## config.mk

```make
export PLATFORM = sky130hd
export DESIGN_NAME = countdown_timer
export DESIGN_NICKNAME = d
export VERILOG_FILES = /design/src/rtl/countdown_pkg.sv /design/src/rtl/countdown_timer.sv
export SDC_FILE = /design/constraint.sdc
export NUM_CORES = 1
export LEC_CHECK = 0
export CORE_AREA = 10 10 47 49
export DETAILED_ROUTE_END_ITERATION = 10
export DIE_AREA = 0 0 57 59
export PLACE_DENSITY_LB_ADDON = 0.2
export SYNTH_ARGS = -nofsm -noshare
export SYNTH_HDL_FRONTEND = slang
export SYNTH_SLANG_ARGS = --single-unit
```

## constraint.sdc

```tcl
create_clock -name clk -period 1.7 [get_ports clk]
set_input_delay 0.51 -clock clk [delete_from_list [all_inputs] [get_ports clk]]
set_output_delay 0.51 -clock clk [all_outputs]
set_load 0.03 [all_outputs]
```

## src/rtl/countdown_pkg.sv

```systemverilog
// countdown_pkg: shared state encoding and default width for the countdown timer.
`default_nettype none

package countdown_pkg;

  localparam int WIDTH_DEFAULT = 3;

  typedef enum logic [1:0] {
    IDLE   = 2'd0,
    RUN    = 2'd1,
    PAUSE  = 2'd2,
    EXPIRE = 2'd3
  } state_e;

endpackage

`default_nettype wire

```

## src/rtl/countdown_timer.sv

```systemverilog
// countdown_timer: loadable down-counter with pause, abort and a one-cycle done pulse.
// Optional macro COUNTDOWN_AUTO_RELOAD_EN restarts from the last loaded value on expiry.
`default_nettype none

module countdown_timer
  import countdown_pkg::*;
#(
  parameter int WIDTH = WIDTH_DEFAULT
) (
  input  logic             clk,
  input  logic             rst,
  input  logic             load_valid,
  input  logic [WIDTH-1:0] load_val,
  output logic             load_ready,
  input  logic             en,
  input  logic             abort,
  output logic [WIDTH-1:0] count,
  output logic             busy,
  output logic             done
);

  state_e           state_q, state_d;
  logic [WIDTH-1:0] count_q, count_d;
  logic             done_q, done_d;
  logic             load_acc;
`ifdef COUNTDOWN_AUTO_RELOAD_EN
  logic [WIDTH-1:0] reload_q, reload_d;
`endif

  assign load_ready = ((state_q == IDLE) || (state_q == EXPIRE)) && !abort;
  assign load_acc   = load_valid && load_ready;
  assign count      = count_q;
  assign done       = done_q;
  assign busy       = (state_q == RUN) || (state_q == PAUSE);

  always_comb begin
    state_d = state_q;
    count_d = count_q;
    done_d  = 1'b0;
`ifdef COUNTDOWN_AUTO_RELOAD_EN
    reload_d = reload_q;
`endif
    if (abort) begin
      state_d = IDLE;
      count_d = '0;
    end else if (load_acc) begin
      count_d = load_val;
`ifdef COUNTDOWN_AUTO_RELOAD_EN
      reload_d = load_val;
`endif
      // A zero start value expires immediately without passing through RUN.
      if (load_val == '0) begin
        state_d = EXPIRE;
        done_d  = 1'b1;
      end else begin
        state_d = RUN;
      end
    end else begin
      case (state_q)
        RUN, PAUSE: begin
          if (en) begin
            if (count_q[WIDTH-1:1] == '0) begin
              count_d = '0;
              state_d = EXPIRE;
              done_d  = 1'b1;
            end else begin
              count_d = count_q - WIDTH'(1);
              state_d = RUN;
            end
          end else begin
            state_d = PAUSE;
          end
        end
        EXPIRE: begin
`ifdef COUNTDOWN_AUTO_RELOAD_EN
          if (reload_q != '0) begin
            count_d = reload_q;
            state_d = RUN;
          end else begin
            state_d = IDLE;
          end
`else
          state_d = IDLE;
`endif
        end
        IDLE:    state_d = IDLE;
        default: state_d = IDLE;
      endcase
    end
  end

  always_ff @(posedge clk or negedge rst) begin
    if (!rst) begin
      state_q  <= IDLE;
      count_q  <= '0;
      done_q   <= 1'b0;
`ifdef COUNTDOWN_AUTO_RELOAD_EN
      reload_q <= '0;
`endif
    end else begin
      state_q  <= state_d;
      count_q  <= count_d;
      done_q   <= done_d;
`ifdef COUNTDOWN_AUTO_RELOAD_EN
      reload_q <= reload_d;
`endif
    end
  end

endmodule

`default_nettype wire

```

==> reports/metrics.cfg <==
[worst_setup_path]
worstPathArrival_ps = 1170
crit_buf_inv = 2
critPathRequiredTime_ps = 1190
crit_chain = xnor2_2, inv_2, nor2_1, buf_4
worst-setup-path-type = reg -> out
startpoint_type = register
cpPeakStageDelay_ps = 380
critPathSlowestCell = dfrtp_1
cpLargestDelayFamily = flip-flops
critPathCaptureType = primary output
worstPathMaxFanout = 3

[place]
portBuffers = 13
gp_congestion = 0.724
hpwl_um = 756
pre_cts_ws_ps = -63.7

[yosys]
synthCells = 36
synth_compound_area_frac = 0.145
synth_top_family_by_area = simple AND/OR/NAND/NOR gates
synth_adder_area_share = 0.0355
synth_nets = 45
synthFlopType = dfrtp_1
synth_xor_area_frac = 0.0461
syn-cell-area_um2 = 353
ys_warn_count = 0
yosysTopAreaCellShare = 0.426
synthDistinctLibCells = 18
avgSynthCellArea_um2 = 9.80
ys_top_cells_by_area = dfrtp_1 (43%), mux2i_1 (11%), o2bb2ai_1 (5.0%)
synth-simple-area-share = 0.170
seq_area_frac_synth = 0.426
synthArstFlopShare = 1.00
ys_seq_elements = 6
synth_top_area_cell = dfrtp_1
yosysMostFrequentCell = dfrtp_1
yosys-mux-area-fraction = 0.113
synth_common_cells = dfrtp_1 (6), inv_1 (4), mux2i_1 (4), nor2_1 (4)
synth-edff-count = 0

[power]
power_leakage_nw = 0.304
p_total_mw = 0.585
powerDensity_mw_per_mm2 = 1010
ir_worst_vdd_v = 0.000404

[layout]
antennaDiodeCount = 0
drive_above_1_share = 0.311
syn_to_final_growth_pct = 64.9
nNetsFinal = 72
final_core_util = 0.415
nFillCells = 155

[floorplanning]
row_count = 14
dieArea_mm2 = 0.00336
core_mm2 = 0.00140
io_pins = 14
die_y_um = 59
start_util = 0.252
die-width_um = 57

[routing]
met2RoutedLength_um = 520
avgViaCountPerCell = 4.48
routedWlPerCell_um = 12.3
wl_met1_um = 368
first_pass_iters = 3
dr.max_layer_used = met3
met3_length_um = 54
dr_total_vias = 345
drt_wl_total_um = 944
drc = 0
first_iter_violations = 4
detail-route-antenna-nets = 0

[clock_network]
tritoncts = done
cts.path.max_buffers = 2
root_buffer = clkbuf_4
cts_buffers = 3
clk_pin_slew_ps = 40
htreeDepth = 1
holdBufCountCts = 0
clock_latency_ps = 240
cts_sinks = 6

[timing]
post-route-period-util = 0.987
max_slew_margin = 0.796
grt_setup_unrepaired = yes
finalSetupViolCount = 0
clock.fmax_mhz = 596
tns_ps = 0
hold_viol = 0
whs_ps = 502
drv_slew = 0
fin_skew_ps = 5.00
period_minus_slack_ps = 1680
worst_slack_ps = 22.4
tightest_slew_ps = 307

[grt]
grt_pass1_wl_um = 1510
grt_pass1_vias = 364
grt_max_degree = 7
track_usage = 0.0617
grt_antenna_before_repair = 0
gr-total-overflow = 0

[worst_hold_path]
hp-class = in -> async

[run]
maxCapViolations = 0

[run_status]
status = completed

[placed cells by master, fill, tap and decap left out]
master / synthesis / routed
a21oi_1: 1 / 1
a311oi_1: 1 / 1
a32o_1: 1 / 1
buf_4: 0 / 11
clkbuf_4: 0 / 3
clkdlybuf4s50_1: 0 / 6
dfrtp_1: 6 / 6
dlygate4sd2_1: 0 / 5
ha_1: 1 / 1
inv_1: 4 / 4
inv_2: 2 / 2
mux2i_1: 4 / 4
nand2_1: 1 / 1
nand3b_1: 2 / 2
nor2_1: 4 / 4
nor2b_1: 1 / 1
nor3_1: 1 / 1
o21ai_0: 2 / 2
o2bb2ai_1: 2 / 2
or2_2: 1 / 1
or2_4: 1 / 1
xnor2_2: 1 / 1
[flip-flops by register name, summed over array words and instances, names as in the netlist]
name and flops:
done 1, state_q 2, count 3
[what timing repair did]
action / CTS / global route
pin swaps: 2 / 2
resized for setup: 5 / 0
buffers inserted: 4 / 1
setup endpoints to repair: 5 / 4
[stage by stage]
stage                     cell area, um2  instances
after floorplan                      353         36
after global placement               528         69
after detailed placement             528         69
after CTS                            574         76
after global routing                 582         77
final                                582         77
[per-layer routing]
layer  GRT usage  vias to the layer above
li1            -                      175
met1      0.0519                      164
met2       0.104                        6
met3      0.0236                        0
met4      0.0705                        0
met5           0                        -
[kinds of logic (layout without fill, tap and decap cells)]
group | Yosys count | after routing
multiplexers | 4 | 4
flip-flops | 6 | 6
XOR/XNOR | 1 | 1
AO/OA/AOI/OAI | 7 | 7
AND/OR/NAND/NOR | 11 | 11
buffers and inverters | 6 | 31
adder cells (fa/ha/maj) | 1 | 1
[cell type report]
| cell class | count | area [um2] | area share |
|---|---|---|---|
| clock buffer | 3 | 22.5 | 0.0387 |
| inverter | 6 | 22.5 | 0.0387 |
| sequential | 6 | 150 | 0.258 |
| tap | 16 | 20.0 | 0.0344 |
| timing repair buffer | 22 | 186 | 0.320 |
| multi-input combinational | 24 | 180 | 0.310 |
[path summary, 6_finish.rpt]
path,start,end,slack (ps),cells after the start
setup / recovery,state_q[0],load_ready,20,4
hold / removal,rst,count[1],500,1
setup reg to reg,state_q[0],count[1],80,8
hold reg to reg,count[0],count[0],560,1
max in group asynchronous,rst,done,990,1
min in group clk,count[0],count[0],560,1
[report_power, final]
part | internal [mW] | switching (mW)
Combinational | 0.143 | 0.143
Sequential | 0.161 | 0.0110
Clock | 0.0795 | 0.0467
Total | 0.384 | 0.201
No activity file was read; power rests on OpenSTA's default activity.
